`config.mk`:
```
export PLATFORM = sky130hd
export DESIGN_NAME = sramlike_arbiter
export DESIGN_NICKNAME = d
export VERILOG_FILES = /design/src/rtl/sramlike_pkg.sv /design/src/rtl/sramlike_owner_fifo.sv /design/src/rtl/sramlike_arbiter.sv
export SDC_FILE = /design/constraint.sdc
export NUM_CORES = 1
export LEC_CHECK = 0
export ABC_AREA = 1
export CORE_AREA = 2 2 122 124
export CTS_CLUSTER_SIZE = 30
export DETAILED_ROUTE_END_ITERATION = 10
export DIE_AREA = 0 0 124 126
export PLACE_DENSITY = 0.6
export SYNTH_ARGS = -nofsm -noshare
export SYNTH_HDL_FRONTEND = slang
export SYNTH_SLANG_ARGS = --single-unit
```
`constraint.sdc`:
```
create_clock -name clk -period 2.6 [get_ports clk]
set_input_delay 0.26 -clock clk [delete_from_list [all_inputs] [get_ports clk]]
set_output_delay 0.26 -clock clk [all_outputs]
set_load 0.01 [all_outputs]
```
`src/rtl/sramlike_pkg.sv`:
```
// Shared types and widths for the sram-like arbiter slice.
package sramlike_pkg;

  localparam int SRAMLIKE_ADDR_W = 32;
  localparam int SRAMLIKE_DATA_W = 32;
  localparam int SRAMLIKE_BEN_W  = 4;

  typedef enum logic {
    OWNER_INST = 1'b0,
    OWNER_DATA = 1'b1
  } owner_t;

endpackage

```
`src/rtl/sramlike_owner_fifo.sv`:
```
// Owner-ID FIFO: remembers which master issued each accepted request so
// in-order responses can be routed back. DEPTH must be a power of 2, >= 2.
module sramlike_owner_fifo
  import sramlike_pkg::*;
#(
  parameter int DEPTH = 4
) (
  input  logic   clk,
  input  logic   reset,
  input  logic   push,
  input  owner_t push_id,
  input  logic   pop,
  output logic   full,
  output logic   empty,
  output owner_t head
);

  localparam int PTR_W = $clog2(DEPTH);
  localparam int CNT_W = PTR_W + 1;

  owner_t             slots [DEPTH];
  logic [PTR_W-1:0]   wr_ptr;
  logic [PTR_W-1:0]   rd_ptr;
  logic [CNT_W-1:0]   count;
  logic               do_push;
  logic               do_pop;

  assign full    = (count == CNT_W'(DEPTH));
  assign empty   = (count == '0);
  assign do_push = push && !full;
  assign do_pop  = pop && !empty;
  assign head    = slots[rd_ptr];

  // Pointers wrap naturally because DEPTH is a power of 2.
  always_ff @(posedge clk) begin
    if (reset) begin
      wr_ptr <= '0;
      rd_ptr <= '0;
      count  <= '0;
    end else begin
      if (do_push) wr_ptr <= wr_ptr + 1'b1;
      if (do_pop)  rd_ptr <= rd_ptr + 1'b1;
      if (do_push && !do_pop)      count <= count + 1'b1;
      else if (!do_push && do_pop) count <= count - 1'b1;
    end
  end

  always_ff @(posedge clk) begin
    if (do_push) slots[wr_ptr] <= push_id;
  end

endmodule

```
`src/rtl/sramlike_arbiter.sv`:
```
// Two-master sram-like arbiter (inst m0, data m1) onto one slave port.
// Define SRAMLIKE_ARB_RR_EN for round-robin; default is fixed priority m1 > m0.
module sramlike_arbiter
  import sramlike_pkg::*;
#(
  parameter int MAX_OUTSTANDING = 4
) (
  input  logic                       clk,
  input  logic                       reset,

  input  logic                       m0_req,
  input  logic                       m0_wr,
  input  logic [SRAMLIKE_BEN_W-1:0]  m0_ben,
  input  logic [SRAMLIKE_ADDR_W-1:0] m0_addr,
  input  logic [SRAMLIKE_DATA_W-1:0] m0_wdata,
  output logic                       m0_addr_ok,
  output logic                       m0_data_ok,
  output logic [SRAMLIKE_DATA_W-1:0] m0_rdata,

  input  logic                       m1_req,
  input  logic                       m1_wr,
  input  logic [SRAMLIKE_BEN_W-1:0]  m1_ben,
  input  logic [SRAMLIKE_ADDR_W-1:0] m1_addr,
  input  logic [SRAMLIKE_DATA_W-1:0] m1_wdata,
  output logic                       m1_addr_ok,
  output logic                       m1_data_ok,
  output logic [SRAMLIKE_DATA_W-1:0] m1_rdata,

  output logic                       s_req,
  output logic                       s_wr,
  output logic [SRAMLIKE_BEN_W-1:0]  s_ben,
  output logic [SRAMLIKE_ADDR_W-1:0] s_addr,
  output logic [SRAMLIKE_DATA_W-1:0] s_wdata,
  input  logic                       s_addr_ok,
  input  logic                       s_data_ok,
  input  logic [SRAMLIKE_DATA_W-1:0] s_rdata
);

  owner_t grant;
  owner_t lock_owner;
  owner_t head;
  logic   lock;
  logic   grant_req;
  logic   accept;
  logic   fifo_full;
  logic   fifo_empty;

`ifdef SRAMLIKE_ARB_RR_EN
  owner_t rr_ptr;
`endif

  // A locked owner keeps the slave port until addr_ok; otherwise arbitrate.
  always_comb begin
    grant = OWNER_INST;
    if (lock) begin
      grant = lock_owner;
    end else if (m0_req && m1_req) begin
`ifdef SRAMLIKE_ARB_RR_EN
      grant = rr_ptr;
`else
      grant = OWNER_DATA;
`endif
    end else if (m1_req) begin
      grant = OWNER_DATA;
    end
    grant_req = (grant == OWNER_DATA) ? m1_req : m0_req;
  end

  assign s_req  = grant_req && !fifo_full && !reset;
  assign accept = s_req && s_addr_ok;

  always_comb begin
    s_wr    = 1'b0;
    s_ben   = '0;
    s_addr  = '0;
    s_wdata = '0;
    if (s_req) begin
      if (grant == OWNER_DATA) begin
        s_wr    = m1_wr;
        s_ben   = m1_ben;
        s_addr  = m1_addr;
        s_wdata = m1_wdata;
      end else begin
        s_wr    = m0_wr;
        s_ben   = m0_ben;
        s_addr  = m0_addr;
        s_wdata = m0_wdata;
      end
    end
  end

  assign m0_addr_ok = accept && (grant == OWNER_INST);
  assign m1_addr_ok = accept && (grant == OWNER_DATA);

  // Lock clears on acceptance or if the owner abandons its request.
  always_ff @(posedge clk) begin
    if (reset) begin
      lock       <= 1'b0;
      lock_owner <= OWNER_INST;
    end else if (accept) begin
      lock <= 1'b0;
    end else if (s_req) begin
      lock       <= 1'b1;
      lock_owner <= grant;
    end else if (lock && !grant_req) begin
      lock <= 1'b0;
    end
  end

`ifdef SRAMLIKE_ARB_RR_EN
  always_ff @(posedge clk) begin
    if (reset)       rr_ptr <= OWNER_INST;
    else if (accept) rr_ptr <= owner_t'(~grant);
  end
`endif

  sramlike_owner_fifo #(
    .DEPTH (MAX_OUTSTANDING)
  ) u_owner_fifo (
    .clk     (clk),
    .reset   (reset),
    .push    (accept),
    .push_id (grant),
    .pop     (s_data_ok && !reset),
    .full    (fifo_full),
    .empty   (fifo_empty),
    .head    (head)
  );

  assign m0_data_ok = s_data_ok && !fifo_empty && (head == OWNER_INST) && !reset;
  assign m1_data_ok = s_data_ok && !fifo_empty && (head == OWNER_DATA) && !reset;
  assign m0_rdata   = reset ? '0 : s_rdata;
  assign m1_rdata   = reset ? '0 : s_rdata;

  a_no_stray_data_ok: assert property (@(posedge clk) disable iff (reset)
    !(s_data_ok && fifo_empty));

endmodule
```
==> flow_summary_export.csv, run 1 <==
group,metric,value,unit
outcome,outcome,"finished, final reports clean",
critical_path,worstSetupStartpointType,"input port",
drt,routed_wl,11600,um
place,pre_cts_ws,0.108,ns
timing,rsz0062_at_grt,"false",
clock_network,clock_latency,0.25,ns
logic_synthesis,synth_cells,431,
logic_synthesis,ys.flop_type,"dfxtp_1",
critical_path,critical_path_required,2.34,ns
timing,relSlewSlack,0.786,
timing,fmax,404,MHz
logic_synthesis,ys_types,26,
place,io_buffers,313,
logic_synthesis,yosysMostFrequentCell,"nand2_1",
timing,fin_ws,0.126,ns
logic_synthesis,synthTopCellsByArea,"nand2_1 (25%), a21oi_1 (15%), buf_4 (10%), dfxtp_1 (9.5%), inv_1 (8.6%)",
cells_and_area,multi_input_area,0.00138,mm^2
timing,setup_tns,0,ns
run,maxCapViolations,0,
timing,worst_pin_slew,0.322,ns
floorplanning,die_h,126,um
timing,clock_skew,0.00622,ns
global_routing,grt.total_usage,0.140,
place,hpwl,9930,um
drt,wl_per_cell,13.1,um
clock_network,h-tree-depth,1,
power_and_ir_drop,vdd_drop_max,0.230,mV
critical_path,crit_type,"input port to output pin",
logic_synthesis,synth_top_family_by_area,"simple AND/OR/NAND/NOR gates",
cells_and_area,final_nets,884,
drt,drtIter0Drc,96,
logic_synthesis,ys_seq_area_frac,0.148,
clock_network,cts.sink_count,15,
cells_and_area,nFillCells,1512,
floorplanning,io_pins,314,
floorplanning,die_x,124,um
logic_synthesis,synth_area,0.00231,mm^2
logic_synthesis,synth_fa_ha_area_frac,0.0358,
logic_synthesis,synth_edf_count,4,
critical_path,crit_fanout,28,
floorplanning,core-area,0.0143,mm^2
logic_synthesis,yosys.area.top_type,"nand2_1",
clock_network,clock-root-buffer,"clkbuf_16",
logic_synthesis,synth_compound_area_frac,0.198,
global_routing,grt_overflow_total,0,
drt,vias_per_cell,4.01,
cells_and_area,area_delta_synth_final,138,%
drt,drc_errors,0,
logic_synthesis,ys_ff_latch,15,
logic_synthesis,synth-simple-area-share,0.362,
global_routing,grt_max_degree,70,
worst_hold_path,hold_class,"flop to flop",
clock_network,ctsHoldBuffers,0,
floorplanning,initial_core_util,0.161,
place,place_congestion,0.847,
cells_and_area,drive_gt1_frac,0.0456,
timing,period_needed,2.47,ns
drt,drt.antenna.violating_nets,0,
critical_path,arrival,2.21,ns
logic_synthesis,async_flop_share,0,
logic_synthesis,yosysWarnings,0,
critical_path,endpoint_kind,"output pin",
logic_synthesis,synth_xor_area_frac,0.00380,
clock_network,numCtsBuffers,3,
power_and_ir_drop,p_leak,0.00229,uW
logic_synthesis,synth.top_cell.area_share,0.249,
global_routing,grt_pass1_wl,17300,um
global_routing,grt_pass1_vias,3368,
timing,maxSlewViolCount,0,
floorplanning,rows,44,
logic_synthesis,synthesis.nets,613,
logic_synthesis,yosys-top-cells-count,"nand2_1 (153), a21oi_1 (68), inv_1 (53)",
logic_synthesis,avgSynthCellArea,5.35,um^2
power_and_ir_drop,p_per_area,323,mW/mm^2
timing,setup_viol,0,
cells_and_area,n_antenna_cell,0,
global_routing,antenna_found_initial,0,
logic_synthesis,synth_mux_area_frac,0,
clock_network,cts_tree,"yes",
floorplanning,dieArea,0.0156,mm^2
timing,final_hold_viol_count,0,
drt,dr.pass1.iters,6,
clock_network,path_clk_slew,0.05,ns
timing,fin_crit_sh,0.952,
clock_network,clk_path_buf_depth,2,
drt,vias,3545,
cells_and_area,regArea,340,um^2
-- final timing paths --
kind	from	to	slack [ns]	cells after the start
setup / recovery	m1_req	s_addr[25]	0.13	7
hold / removal	u_owner_fifo.count[1]	u_owner_fifo.count[1]	0.48	2
setup reg to reg	u_owner_fifo.count[0]	u_owner_fifo.count[2]	0.44	11
hold reg to reg	u_owner_fifo.count[1]	u_owner_fifo.count[1]	0.48	2
-- where the power goes --
group | leakage (uW) | switching [uW] | total, uW | internal [uW]
sequential | 0.000126 | 20.9 | 288 | 267
combinational | 0.00212 | 524 | 1180 | 660
clock | 0.0000382 | 91.6 | 299 | 207
-- through the flow --
| step | power [uW] | hold slack [ns] | cells | area (um^2) | util |
|---|---|---|---|---|---|
| after global placement | 1490 | 0.474 | 881 | 5400 | 0.378 |
| after CTS | 1800 | 0.483 | 885 | 5480 | 0.383 |
| final | 1770 | 0.478 | 885 | 5490 | 0.383 |
| after detailed placement | 1490 | 0.475 | 881 | 5400 | 0.378 |
| after floorplan | 807 | 0.433 | 431 | 2310 | - |
| after global routing | 1900 | 0.510 | 885 | 5490 | 0.383 |
-- cells in the final DEF, fill, tap and decap left out, drive strengths merged --
cell type,count
nand3,7
a32oi,1
clkdlybuf4s50,313
clkbuf,4
edfxtp,4
nor2,45
fa,1
nand4,2
xor2,1
o21ai,4
dfxtp,11
buf,10
inv,57
nand3b,1
nand2,156
and2,1
ha,5
a21oi,78
-- what timing repair did --
item	CTS	global route
gates resized for setup	0	1
endpoints found under the hold margin	0	0
endpoints found under the setup margin	0	1
buffers inserted	0	0
-- worst max-delay path, cell delays in order --
cell and delay, ns:
clkdlybuf4s50_1 0.47, nand2_1 0.09, nand2_2 0.12, buf_4 0.30, nand2_1 0.14, a21oi_1 0.24, clkdlybuf4s50_1 0.60
-- cell type report --
cell class              count  share of cell area
repair buffers            323               0.590
clock buffers               4              0.0144
flip-flops and latches     15              0.0620
well taps                 184              0.0420
inverters                  57              0.0395
multi-input cells         302               0.252
-- routing by layer --
metal  vias up  share of wire  GRT usage
li1       1827              -          -
met1      1504           0.34      0.142
met2       197           0.52      0.267
met3        17           0.12     0.0471
met4         0          0.020     0.0350
met5         -              0          0
-- logic make-up (layout without fill, tap and decap cells) --
logic type | Yosys count | after routing
buffers and inverters | 114 | 384
AOI/OAI and AO/OA | 83 | 83
adders and majority gates | 6 | 6
xor gates and xnor gates | 1 | 1
DFF | 15 | 15
and+or+nand+nor | 212 | 212
Power figures use the tool's default switching activity.
==> run 2, diff against run 1 <==
--- a/config.mk
+++ b/config.mk
@@ -7,10 +7,12 @@
 export LEC_CHECK = 0
 export ABC_AREA = 1
 export CORE_AREA = 2 2 122 124
+export CTS_CLUSTER_DIAMETER = 120
 export CTS_CLUSTER_SIZE = 30
 export DETAILED_ROUTE_END_ITERATION = 10
 export DIE_AREA = 0 0 124 126
 export PLACE_DENSITY = 0.6
+export SLEW_MARGIN = 0
 export SYNTH_ARGS = -nofsm -noshare
 export SYNTH_HDL_FRONTEND = slang
 export SYNTH_SLANG_ARGS = --single-unit
==> results of run 2 <==
No change in the layout: final DEF, timing and power equal those of run 1.
